`src/rtl/trb_pkg.sv`:
```
// Shared constants and types for the trace buffer logger.
package trb_pkg;

  localparam int TRB_WIDTH      = 8;
  localparam int TRB_DEPTH      = 256;
  localparam int TRB_ADDR_WIDTH = $clog2(TRB_DEPTH);

  localparam logic MODE_TRIGGER = 1'b0;
  localparam logic MODE_STREAM  = 1'b1;

  localparam logic [TRB_ADDR_WIDTH-1:0] PTR_ONE = {{(TRB_ADDR_WIDTH-1){1'b0}}, 1'b1};

  typedef enum logic [1:0] {
    IDLE    = 2'd0,
    RUN     = 2'd1,
    POST    = 2'd2,
    STOPPED = 2'd3
  } logger_state_t;

  // Pointer increment; wrap is the natural overflow of the pointer width.
  function automatic logic [TRB_ADDR_WIDTH-1:0] ptr_inc(input logic [TRB_ADDR_WIDTH-1:0] p);
    return p + PTR_ONE;
  endfunction

endpackage

```
`src/rtl/trace_logger_if.sv`:
```
// Bundle of capture, buffer, grant and drain signals around trace_logger.
// master = environment side, slave = the logger itself.
interface trace_logger_if;
  import trb_pkg::*;

  logic                      MODE_I;
  logic                      TRG_EVENT_I;
  logic [TRB_ADDR_WIDTH-1:0] POST_COUNT_I;
  logic [TRB_WIDTH-1:0]      TRACE_DATA_I;
  logic                      TRACE_VALID_I;
  logic                      TRACE_READY_O;
  logic                      RW_TURN_I;
  logic                      WRITE_ALLOW_I;
  logic                      READ_ALLOW_I;
  logic [TRB_ADDR_WIDTH-1:0] WRITE_PTR_O;
  logic [TRB_ADDR_WIDTH-1:0] READ_PTR_O;
  logic                      WRITE_O;
  logic [TRB_WIDTH-1:0]      DATA_O;
  logic [TRB_WIDTH-1:0]      DATA_I;
  logic [TRB_WIDTH-1:0]      OUT_DATA_O;
  logic                      OUT_VALID_O;
  logic                      OUT_READY_I;
  logic                      STOPPED_O;
  logic                      OVERFLOW_O;

  modport master (
    output MODE_I, TRG_EVENT_I, POST_COUNT_I, TRACE_DATA_I, TRACE_VALID_I,
           RW_TURN_I, WRITE_ALLOW_I, READ_ALLOW_I, DATA_I, OUT_READY_I,
    input  TRACE_READY_O, WRITE_PTR_O, READ_PTR_O, WRITE_O, DATA_O,
           OUT_DATA_O, OUT_VALID_O, STOPPED_O, OVERFLOW_O
  );

  modport slave (
    input  MODE_I, TRG_EVENT_I, POST_COUNT_I, TRACE_DATA_I, TRACE_VALID_I,
           RW_TURN_I, WRITE_ALLOW_I, READ_ALLOW_I, DATA_I, OUT_READY_I,
    output TRACE_READY_O, WRITE_PTR_O, READ_PTR_O, WRITE_O, DATA_O,
           OUT_DATA_O, OUT_VALID_O, STOPPED_O, OVERFLOW_O
  );

endinterface

```
`src/rtl/trb_ptr_ctrl.sv`:
```
// Read/write pointer pair of the trace buffer with full/empty detection.
// When overwrite is enabled, a write into a full buffer drags the read
// pointer along so the oldest word is dropped.
module trb_ptr_ctrl
  import trb_pkg::*;
(
  input  logic                      i_clk,
  input  logic                      i_rst,
  input  logic                      i_wr_adv,
  input  logic                      i_rd_adv,
  input  logic                      i_ovw_en,
  output logic [TRB_ADDR_WIDTH-1:0] o_wr_ptr,
  output logic [TRB_ADDR_WIDTH-1:0] o_rd_ptr,
  output logic                      o_full,
  output logic                      o_empty,
  output logic                      o_overwrite
);

  logic [TRB_ADDR_WIDTH-1:0] r_wr_ptr;
  logic [TRB_ADDR_WIDTH-1:0] r_rd_ptr;
  logic                      w_rd_step;

  assign o_empty     = (r_rd_ptr == r_wr_ptr);
  assign o_full      = (ptr_inc(r_wr_ptr) == r_rd_ptr);
  assign o_overwrite = i_wr_adv & i_ovw_en & o_full;
  // Overwrite advance and read advance never coincide (no reads before STOPPED).
  assign w_rd_step   = i_rd_adv | o_overwrite;
  assign o_wr_ptr    = r_wr_ptr;
  assign o_rd_ptr    = r_rd_ptr;

  // Advance pointers on accepted writes / reads / overwrites.
  always_ff @(posedge i_clk or posedge i_rst) begin
    if (i_rst) begin
      r_wr_ptr <= {TRB_ADDR_WIDTH{1'b0}};
      r_rd_ptr <= {TRB_ADDR_WIDTH{1'b0}};
    end else begin
      if (i_wr_adv) begin
        r_wr_ptr <= ptr_inc(r_wr_ptr);
      end
      if (w_rd_step) begin
        r_rd_ptr <= ptr_inc(r_rd_ptr);
      end
    end
  end

endmodule

```
`src/rtl/trace_logger.sv`:
```
// Logger side of the trace buffer: captures trace words into a one-entry
// holding register, writes them during logger slots, reads buffered words
// back into a valid/ready output stream. Stream mode is lossless with
// backpressure; trigger mode overwrites the ring and stops a programmed
// number of words after the trigger.
module trace_logger
  import trb_pkg::*;
(
  input  logic          CLK_I,
  input  logic          RST_I,
  trace_logger_if.slave bus
);

  localparam logic [TRB_ADDR_WIDTH-1:0] CNT_ZERO = {TRB_ADDR_WIDTH{1'b0}};

  logger_state_t             r_state;
  logger_state_t             w_next_state;
  logic                      r_mode;
  logic [TRB_ADDR_WIDTH-1:0] r_cnt;
  logic                      r_hold_valid;
  logic [TRB_WIDTH-1:0]      r_hold_data;
  logic                      r_out_valid;
  logic [TRB_WIDTH-1:0]      r_out_data;
  logic                      r_overflow;

  logic                      w_capture_open;
  logic                      w_trace_ready;
  logic                      w_accept;
  logic                      w_write;
  logic                      w_read;
  logic                      w_read_phase;
  logic                      w_ovw_en;
  logic                      w_trigger;
  logic                      w_full;
  logic                      w_empty;
  logic                      w_overwrite;
  logic [TRB_ADDR_WIDTH-1:0] w_wr_ptr;
  logic [TRB_ADDR_WIDTH-1:0] w_rd_ptr;

  assign w_capture_open = (r_state == RUN) || (r_state == POST);
  assign w_trace_ready  = ~r_hold_valid & w_capture_open;
  assign w_accept       = bus.TRACE_VALID_I & w_trace_ready;
  assign w_ovw_en       = (r_mode == MODE_TRIGGER);

  // Write slot: logger turn, grant, a held word, and room (or ring overwrite).
  assign w_write = ~bus.RW_TURN_I & bus.WRITE_ALLOW_I & r_hold_valid & w_capture_open
                 & (~w_full | w_ovw_en);

  // Trigger mode only drains once capture has stopped.
  assign w_read_phase = (r_mode == MODE_STREAM) ? (r_state == RUN) : (r_state == STOPPED);
  assign w_read = ~bus.RW_TURN_I & bus.READ_ALLOW_I & ~w_empty & w_read_phase
                & (~r_out_valid | bus.OUT_READY_I);

  assign w_trigger = (r_state == RUN) & w_ovw_en & bus.TRG_EVENT_I;

  trb_ptr_ctrl u_ptr (
    .i_clk       (CLK_I),
    .i_rst       (RST_I),
    .i_wr_adv    (w_write),
    .i_rd_adv    (w_read),
    .i_ovw_en    (w_ovw_en),
    .o_wr_ptr    (w_wr_ptr),
    .o_rd_ptr    (w_rd_ptr),
    .o_full      (w_full),
    .o_empty     (w_empty),
    .o_overwrite (w_overwrite)
  );

  // State register.
  always_ff @(posedge CLK_I or posedge RST_I) begin
    if (RST_I) begin
      r_state <= IDLE;
    end else begin
      r_state <= w_next_state;
    end
  end

  // Next-state logic: IDLE->RUN, trigger handling, post-trigger countdown.
  always_comb begin
    w_next_state = r_state;
    case (r_state)
      IDLE: begin
        w_next_state = RUN;
      end
      RUN: begin
        if (w_trigger) begin
          if (bus.POST_COUNT_I == CNT_ZERO) begin
            w_next_state = STOPPED;
          end else begin
            w_next_state = POST;
          end
        end else begin
          w_next_state = RUN;
        end
      end
      POST: begin
        if (w_write && (r_cnt == PTR_ONE)) begin
          w_next_state = STOPPED;
        end else begin
          w_next_state = POST;
        end
      end
      STOPPED: begin
        w_next_state = STOPPED;
      end
      default: begin
        w_next_state = IDLE;
      end
    endcase
  end

  // Latch the operating mode when leaving IDLE.
  always_ff @(posedge CLK_I or posedge RST_I) begin
    if (RST_I) begin
      r_mode <= MODE_TRIGGER;
    end else if (r_state == IDLE) begin
      r_mode <= bus.MODE_I;
    end
  end

  // Post-trigger counter: loaded on the trigger, decremented per POST write.
  always_ff @(posedge CLK_I or posedge RST_I) begin
    if (RST_I) begin
      r_cnt <= CNT_ZERO;
    end else if (w_trigger) begin
      r_cnt <= bus.POST_COUNT_I;
    end else if ((r_state == POST) && w_write) begin
      r_cnt <= r_cnt - PTR_ONE;
    end
  end

  // One-entry holding register between capture port and buffer.
  always_ff @(posedge CLK_I or posedge RST_I) begin
    if (RST_I) begin
      r_hold_valid <= 1'b0;
      r_hold_data  <= {TRB_WIDTH{1'b0}};
    end else if (w_accept) begin
      r_hold_valid <= 1'b1;
      r_hold_data  <= bus.TRACE_DATA_I;
    end else if (w_write) begin
      r_hold_valid <= 1'b0;
    end
  end

  // Output register: load on a read slot, release when consumed.
  always_ff @(posedge CLK_I or posedge RST_I) begin
    if (RST_I) begin
      r_out_valid <= 1'b0;
      r_out_data  <= {TRB_WIDTH{1'b0}};
    end else if (w_read) begin
      r_out_valid <= 1'b1;
      r_out_data  <= bus.DATA_I;
    end else if (r_out_valid && bus.OUT_READY_I) begin
      r_out_valid <= 1'b0;
    end
  end

  // Sticky flag: an unread word was overwritten.
  always_ff @(posedge CLK_I or posedge RST_I) begin
    if (RST_I) begin
      r_overflow <= 1'b0;
    end else if (w_overwrite) begin
      r_overflow <= 1'b1;
    end
  end

  assign bus.TRACE_READY_O = w_trace_ready;
  assign bus.WRITE_O       = w_write;
  assign bus.DATA_O        = r_hold_data;
  assign bus.WRITE_PTR_O   = w_wr_ptr;
  assign bus.READ_PTR_O    = w_rd_ptr;
  assign bus.OUT_DATA_O    = r_out_data;
  assign bus.OUT_VALID_O   = r_out_valid;
  assign bus.STOPPED_O     = (r_state == STOPPED);
  assign bus.OVERFLOW_O    = r_overflow;

endmodule

```
`src/flat_wrapper.sv`:
```
// flat-port wrapper written by rule: the top's interface ports become plain ports
module trace_logger_flat import trb_pkg::*;
  (CLK_I, RST_I, bus_MODE_I, bus_TRG_EVENT_I, bus_POST_COUNT_I, bus_TRACE_DATA_I, bus_TRACE_VALID_I, bus_RW_TURN_I, bus_WRITE_ALLOW_I, bus_READ_ALLOW_I, bus_DATA_I, bus_OUT_READY_I, bus_TRACE_READY_O, bus_WRITE_PTR_O, bus_READ_PTR_O, bus_WRITE_O, bus_DATA_O, bus_OUT_DATA_O, bus_OUT_VALID_O, bus_STOPPED_O, bus_OVERFLOW_O);
  trace_logger_if bus_i ();
  input  logic CLK_I;
  input  logic RST_I;
  input wire logic [$bits(bus_i.MODE_I)-1:0] bus_MODE_I;
  input wire logic [$bits(bus_i.TRG_EVENT_I)-1:0] bus_TRG_EVENT_I;
  input wire logic [$bits(bus_i.POST_COUNT_I)-1:0] bus_POST_COUNT_I;
  input wire logic [$bits(bus_i.TRACE_DATA_I)-1:0] bus_TRACE_DATA_I;
  input wire logic [$bits(bus_i.TRACE_VALID_I)-1:0] bus_TRACE_VALID_I;
  input wire logic [$bits(bus_i.RW_TURN_I)-1:0] bus_RW_TURN_I;
  input wire logic [$bits(bus_i.WRITE_ALLOW_I)-1:0] bus_WRITE_ALLOW_I;
  input wire logic [$bits(bus_i.READ_ALLOW_I)-1:0] bus_READ_ALLOW_I;
  input wire logic [$bits(bus_i.DATA_I)-1:0] bus_DATA_I;
  input wire logic [$bits(bus_i.OUT_READY_I)-1:0] bus_OUT_READY_I;
  output wire logic [$bits(bus_i.TRACE_READY_O)-1:0] bus_TRACE_READY_O;
  output wire logic [$bits(bus_i.WRITE_PTR_O)-1:0] bus_WRITE_PTR_O;
  output wire logic [$bits(bus_i.READ_PTR_O)-1:0] bus_READ_PTR_O;
  output wire logic [$bits(bus_i.WRITE_O)-1:0] bus_WRITE_O;
  output wire logic [$bits(bus_i.DATA_O)-1:0] bus_DATA_O;
  output wire logic [$bits(bus_i.OUT_DATA_O)-1:0] bus_OUT_DATA_O;
  output wire logic [$bits(bus_i.OUT_VALID_O)-1:0] bus_OUT_VALID_O;
  output wire logic [$bits(bus_i.STOPPED_O)-1:0] bus_STOPPED_O;
  output wire logic [$bits(bus_i.OVERFLOW_O)-1:0] bus_OVERFLOW_O;
  assign bus_i.MODE_I = bus_MODE_I;
  assign bus_i.TRG_EVENT_I = bus_TRG_EVENT_I;
  assign bus_i.POST_COUNT_I = bus_POST_COUNT_I;
  assign bus_i.TRACE_DATA_I = bus_TRACE_DATA_I;
  assign bus_i.TRACE_VALID_I = bus_TRACE_VALID_I;
  assign bus_i.RW_TURN_I = bus_RW_TURN_I;
  assign bus_i.WRITE_ALLOW_I = bus_WRITE_ALLOW_I;
  assign bus_i.READ_ALLOW_I = bus_READ_ALLOW_I;
  assign bus_i.DATA_I = bus_DATA_I;
  assign bus_i.OUT_READY_I = bus_OUT_READY_I;
  assign bus_TRACE_READY_O = bus_i.TRACE_READY_O;
  assign bus_WRITE_PTR_O = bus_i.WRITE_PTR_O;
  assign bus_READ_PTR_O = bus_i.READ_PTR_O;
  assign bus_WRITE_O = bus_i.WRITE_O;
  assign bus_DATA_O = bus_i.DATA_O;
  assign bus_OUT_DATA_O = bus_i.OUT_DATA_O;
  assign bus_OUT_VALID_O = bus_i.OUT_VALID_O;
  assign bus_STOPPED_O = bus_i.STOPPED_O;
  assign bus_OVERFLOW_O = bus_i.OVERFLOW_O;
  trace_logger u_core (.CLK_I(CLK_I), .RST_I(RST_I), .bus(bus_i));
endmodule
```
`config.mk`:
```
export PLATFORM = sky130hd
export DESIGN_NAME = trace_logger_flat
export DESIGN_NICKNAME = d
export VERILOG_FILES = /design/src/rtl/trb_pkg.sv /design/src/rtl/trace_logger_if.sv /design/src/rtl/trb_ptr_ctrl.sv /design/src/rtl/trace_logger.sv /design/src/flat_wrapper.sv
export SDC_FILE = /design/constraint.sdc
export NUM_CORES = 1
export LEC_CHECK = 0
export BUFFER_PORTS_ARGS = -buffer_cell sky130_fd_sc_hd__clkbuf_2
export CAP_MARGIN = 20
export CORE_MARGIN = 4
export CORE_UTILIZATION = 52
export CTS_CLUSTER_SIZE = 40
export DETAILED_ROUTE_END_ITERATION = 16
export MAX_ROUTING_LAYER = met4
export PLACE_DENSITY = 0.78
export SYNTH_ARGS = -nofsm -noshare
export SYNTH_HDL_FRONTEND = slang
export SYNTH_SLANG_ARGS = --single-unit
```
`constraint.sdc`:
```
create_clock -name CLK_I -period 3.6 [get_ports CLK_I]
set_clock_uncertainty 0.15 [all_clocks]
set_input_delay 0.18 -clock CLK_I [delete_from_list [all_inputs] [get_ports CLK_I]]
set_output_delay 0.18 -clock CLK_I [all_outputs]
set_load 0.02 [all_outputs]
```
-- Yosys cells after proc, flatten, opt, wreduce, memory -nomap -nowiden
Cells that the tools add are included.
- register bits: 46
- output and inout bits: 37
- add/subtract/negate cells: 3
- reductions and logical operators: 9
- mux-type cells: 11
- eq/ne operators: 6
- bitwise logic cells: 23
- operators by type and width (operator ; number):
    adder 8 x 1 -> 8 bit (second input constant) ; 2
    == test 8 bit ; 2
    two-way mux 8 bit ; 2
    bitwise AND 1 bit ; 14
    == test 8 x 1 -> 1 bit (second input constant) ; 1
    logical NOT 8 bit ; 1
    one-hot mux 2 bit (4 select lines) ; 1
    subtractor 8 x 1 -> 8 bit (second input constant) ; 1
    two-way mux 1 bit ; 7
    inverter 1 bit ; 6
    nonzero test 2 bit ; 3
    == test 2 bit (second input constant) ; 2
    logical AND 1 bit ; 3
    OR 1 bit ; 3
    == test 2 x 1 -> 1 bit (second input constant) ; 1
    logical NOT 2 bit ; 1
    two-way mux 2 bit ; 1
    logical OR 1 bit ; 1

-- Longest topological paths before layout
- depth in word-level cells: 8
- gate-level depth with buffers: 10
- gate-level depth less buffers: 8

-- By module
A second synthesis with hierarchy kept.
- cell total of the unflattened synthesis: 228
- area, all modules: 2482.4 sq um
- modules (own cells, without submodules) (module ; times used ; area each (sq um) ; cells an instance ; seq. area each (sq um)):
    trace_logger ; 1 ; 1455.1 ; 124 ; 750.7
    trb_ptr_ctrl ; 1 ; 1027.2 ; 104 ; 400.4

-- Least setup slack after synthesis
OpenSTA, ideal clock, no wires.
- path kind: flip-flop to flip-flop
- from: register u_core.u_ptr.r_wr_ptr[0], in the netlist u_core.u_ptr.o_wr_ptr[0]
- to: register u_core.u_ptr.r_rd_ptr[1], in the netlist u_core.u_ptr.o_rd_ptr[1]
- cell stages (with the launch flop): 10
- path buffers: 2
- arrival time: 2486 ps
- slack: 837 ps
- period minus slack after synthesis: 2763 ps
- required time: 3323 ps
- cell sequence: dfrtp_1 -> ha_1 -> clkbuf_1 -> xnor2_1 -> o211a_1 -> o211ai_1 -> nor4b_4 -> a21bo_1 -> buf_6 -> mux2_1
- word-level cells in the longest chain between the ends: 8
- RTL lines (element ; RTL line ; source):
    start, declared ; trb_ptr_ctrl.sv:19 ; logic [TRB_ADDR_WIDTH-1:0] r_wr_ptr;
    start signal, assigned ; trb_ptr_ctrl.sv:34 ; r_wr_ptr <= {TRB_ADDR_WIDTH{1'b0}};
    start signal, assigned ; trb_ptr_ctrl.sv:38 ; r_wr_ptr <= ptr_inc(r_wr_ptr);
    adder 8 x 1 -> 8 bit ; trb_pkg.sv:22 ; return p + PTR_ONE;
    == test 8 bit ; trb_ptr_ctrl.sv:24 ; assign o_full = (ptr_inc(r_wr_ptr) == r_rd_ptr);
    inverter 1 bit ; trace_logger.sv:47 ; & (~w_full | w_ovw_en);
    OR 1 bit ; trace_logger.sv:47 ;
    bitwise AND 1 bit ; trace_logger.sv:47 ;
    bitwise AND 1 bit (2 in a row) ; trb_ptr_ctrl.sv:25 ; assign o_overwrite = i_wr_adv & i_ovw_en & o_full;
    OR 1 bit (*) ; trb_ptr_ctrl.sv:27 ; assign w_rd_step = i_rd_adv | o_overwrite;
    end signal, assigned ; trb_ptr_ctrl.sv:35 ; r_rd_ptr <= {TRB_ADDR_WIDTH{1'b0}};
    end signal, assigned ; trb_ptr_ctrl.sv:41 ; r_rd_ptr <= ptr_inc(r_rd_ptr);
    end, declared ; trb_ptr_ctrl.sv:20 ; logic [TRB_ADDR_WIDTH-1:0] r_rd_ptr;
Mark *: on every way between the ends. The rest lies on a longest branch, timed or not.
A chain may end at the register's enable or synchronous reset.

-- Final worst setup path
- from: register u_core.u_ptr.r_wr_ptr[1], in the netlist u_core.u_ptr.o_wr_ptr[1]
- to: output bus_WRITE_O
- word-level cells in the longest chain between the ends: 5
- RTL lines (element ; RTL line ; source):
    adder 8 x 1 -> 8 bit ; trb_pkg.sv:22 ;
    == test 8 bit ; trb_ptr_ctrl.sv:24 ;
    inverter 1 bit ; trace_logger.sv:47 ;
    OR 1 bit ; trace_logger.sv:47 ;
    bitwise AND 1 bit ; trace_logger.sv:47 ;
    end, declared ; flat_wrapper.sv:20 ; output wire logic [$bits(bus_i.WRITE_O)-1:0] bus_WRITE_O;
Every way passes these cells.

==> impl_metrics.tcl <==
set metrics [dict create \
    slowest_delay_ns 0.64 \
    drtIter0Drc 48 \
    route.detailed.drc 0 \
    finalSetupTns_ns 0 \
    dieHeight_um 77.6 \
    portBuffers 69 \
    vias 1991 \
    post-place-ws_ns 0.757 \
    stdcell_count 371 \
    cp.arrival_ns 2.72 \
    syn_nets 263 \
    maxCapViolations 0 \
    cts.clk_slew.worst_paths_ns 0.09 \
    cp_max_fo 11 \
    cts_buffers 5 \
    dominantRegCellSynth "dfrtp_1" \
    ir_worst_vdd_uv 422 \
    power.leakage_nw 1.53 \
    clockBufferDepth 2 \
    synth_seq_cells 46 \
    ys_warn_count 0 \
    worst_pin_slew_ns 0.716 \
    cts_htree_levels 2 \
    grt_use_total 0.197 \
    grt_max_degree 47 \
    cts_tree "built" \
    drive_gt1_frac 0.344 \
    wirelength_mm 5.60 \
    core_area_mm2 0.00469 \
    wl_per_cell_um 15.1 \
    critPathLaunchType "flip-flop" \
    crit_start "u_core.u_ptr.o_wr_ptr[1]" \
    min_period_ns 3.05 \
    grt_first_pass_wirelength_mm 9.23 \
    overflow 0 \
    setup_viol 0 \
    ys_types 53 \
    drt_pass1_iterations 4 \
    endpoint_kind "output port" \
    fmax_ghz 0.327 \
    status "completed" \
    postCtsResizedCells 0 \
    synthArstFlopShare 1.00 \
    min_from "bus_OUT_READY_I" \
    synthCells 221 \
    post_cts_buffers 0 \
    r2r_start "u_core.u_ptr.o_wr_ptr[1]" \
    netlist_area_mm2 0.00252 \
    avgSynthCellArea_um2 11.4 \
    fin_ws_ns 0.545 \
    period_share 0.849 \
    cp_cell_sequence "ha_1, xnor2_1, o211a_1, o211ai_1, nor4b_4, a21oi_2, clkbuf_2" \
    rsz0062_at_grt "false" \
    clock-sinks 46 \
    finalHoldViolations 0 \
    num-nets-final 358 \
    cts_root_buf "clkbuf_8" \
    ant_nets 0 \
    core.rowCount 25 \
    ys_seq_area_frac 0.457 \
    cellPowerDensity_mw_per_mm2 746 \
    num_antenna_cells 0 \
    dp.cells 337 \
    antenna_found_initial 0 \
    synth-edff-count 0 \
    fill_cells 377 \
    critPathKind "flip-flop to output port" \
    dieArea_mm2 0.00602 \
    ios 70 \
    gp_congestion 0.885 \
    slowest_stage "nor4b_4" \
    hpwl_mm 3.84 \
    die_w_um 77.6 \
    hold_class "input pin to flip-flop" \
    slew_viol_final 0 \
    area_growth_pct 28.3 \
    worstSkewPairLatency_ns 0.29 \
    crit_required_ns 3.27 \
    hold_buffers 26 \
    start_util 0.537 \
    relSlewSlack 0.521 \
    hold_slack_ns 0.0166 \
    routed_via_density 5.37 \
    grt_pass1_vias 1963 \
]
## sequential cells by signal, indices dropped and copies added, names as in the netlist
register,flops
u_core.bus.DATA_O,8
u_core.u_ptr.o_wr_ptr,8
u_core.r_cnt,8
u_core.bus.OVERFLOW_O,1
u_core.u_ptr.o_rd_ptr,8
u_core.r_hold_valid,1
u_core.bus.OUT_VALID_O,1
u_core.r_state,2
u_core.bus.OUT_DATA_O,8
u_core.r_mode,1
## stage by stage
stage          utilization  area [µm²]  power [mW]
2_1_floorplan            -        2520        1.77
3_3_place_gp         0.615        2880        2.06
3_5_place_dp         0.615        2880        2.09
4_1_cts              0.689        3230        2.42
5_1_grt              0.689        3230        2.57
6_report             0.689        3230        2.41
## layout by cell type, fill, tap and decap left out, drive strengths merged, types with 3 or more instances in the layout
cell / Yosys / routed
clkbuf: 3 / 75
dfrtp: 46 / 46
dlygate4sd3: 0 / 26
xnor2: 23 / 23
nand2: 21 / 21
mux2: 20 / 20
o21ai: 10 / 10
ha: 9 / 9
xor2: 8 / 8
inv: 8 / 7
nand3: 7 / 7
nor2: 6 / 6
nand4: 4 / 4
and3: 4 / 4
a21oi: 4 / 4
and2: 3 / 3
a2111oi: 3 / 3
and4: 3 / 3
nor4b: 3 / 3
a211oi: 3 / 3
clkinv: 0 / 3
## critical path, delay by kind of cell, from the launching register on
kind,cells,cell delay (ns)
fa+ha+maj,1,0.37
buf+inv,1,0.23
flops,1,0.46
simple gates,1,0.64
xor+xnor,1,0.16
compound gates,3,0.57
## metal layers
layer | vias up | share of wire | track usage
li1 | 964 | - | -
met1 | 962 | 0.46 | 0.258
met2 | 59 | 0.48 | 0.318
met3 | 6 | 0.051 | 0.0394
met4 | 0 | 0.011 | 0.0463
met5 | - | 0 | -
## layout make-up
type                            count  area, µm²  area share
Sequential cell                    46       1150       0.356
Inverter                            8       30.0     0.00930
Tap cell                           54       67.6      0.0209
Timing Repair Buffer               97        621       0.192
Multi-Input combinational cell    158       1270       0.395
Clock inverter                      2       13.8     0.00426
Clock buffer                        6       72.6      0.0225
## path summary, 6_finish.rpt
kind / endpoint / slack (ns) / cells past startpoint
max: bus_WRITE_O / 0.55 / 7
min: u_core.bus.OUT_VALID_O / 0.02 / 3
max reg2reg: u_core.u_ptr.o_rd_ptr[1] / 0.73 / 7
min reg2reg: u_core.bus.OVERFLOW_O / 0.31 / 1
max in group asynchronous: u_core.u_ptr.o_wr_ptr[2] / 2.50 / 4
min in group asynchronous: u_core.bus.OUT_DATA_O[1] / 0.41 / 4
## power breakdown
group	total [mW]	switching, mW	internal, mW
Sequential	0.941	0.216	0.725
Clock	0.304	0.167	0.137
Combinational	1.17	0.661	0.505
## Yosys cell counts, drive strengths merged, types with 2 or more instances
cell,count,share of area
a2111oi,3,0.018
xor2,8,0.028
o21ai,10,0.026
mux2,20,0.092
a32oi,2,0.0070
clkbuf,3,0.0045
nand3,7,0.014
a21o,2,0.0060
and2,3,0.0075
a21oi,4,0.011
inv,8,0.012
and3,4,0.012
a211oi,3,0.011
and4,3,0.011
nor2b,2,0.0050
nor4b,3,0.016
dfrtp,46,0.46
nor2,6,0.0089
o211ai,2,0.0060
buf,6,0.020
nand4,4,0.0099
mux2i,2,0.0080
ha,9,0.045
nor4,2,0.0050
nand2,21,0.031
xnor2,23,0.080
## cells by family (layout without fill, tap and decap cells)
logic type,after synthesis,in the layout,synth area share
buffers and inverters,17,113,0.0363
flip-flops,46,46,0.457
AO/OA/AOI/OAI,32,32,0.106
adder cells (fa/ha/maj),9,9,0.0447
XOR/XNOR,31,31,0.108
multiplexers,22,22,0.100
AND/OR/NAND/NOR,64,64,0.148
Power figures use the tool's default switching activity.
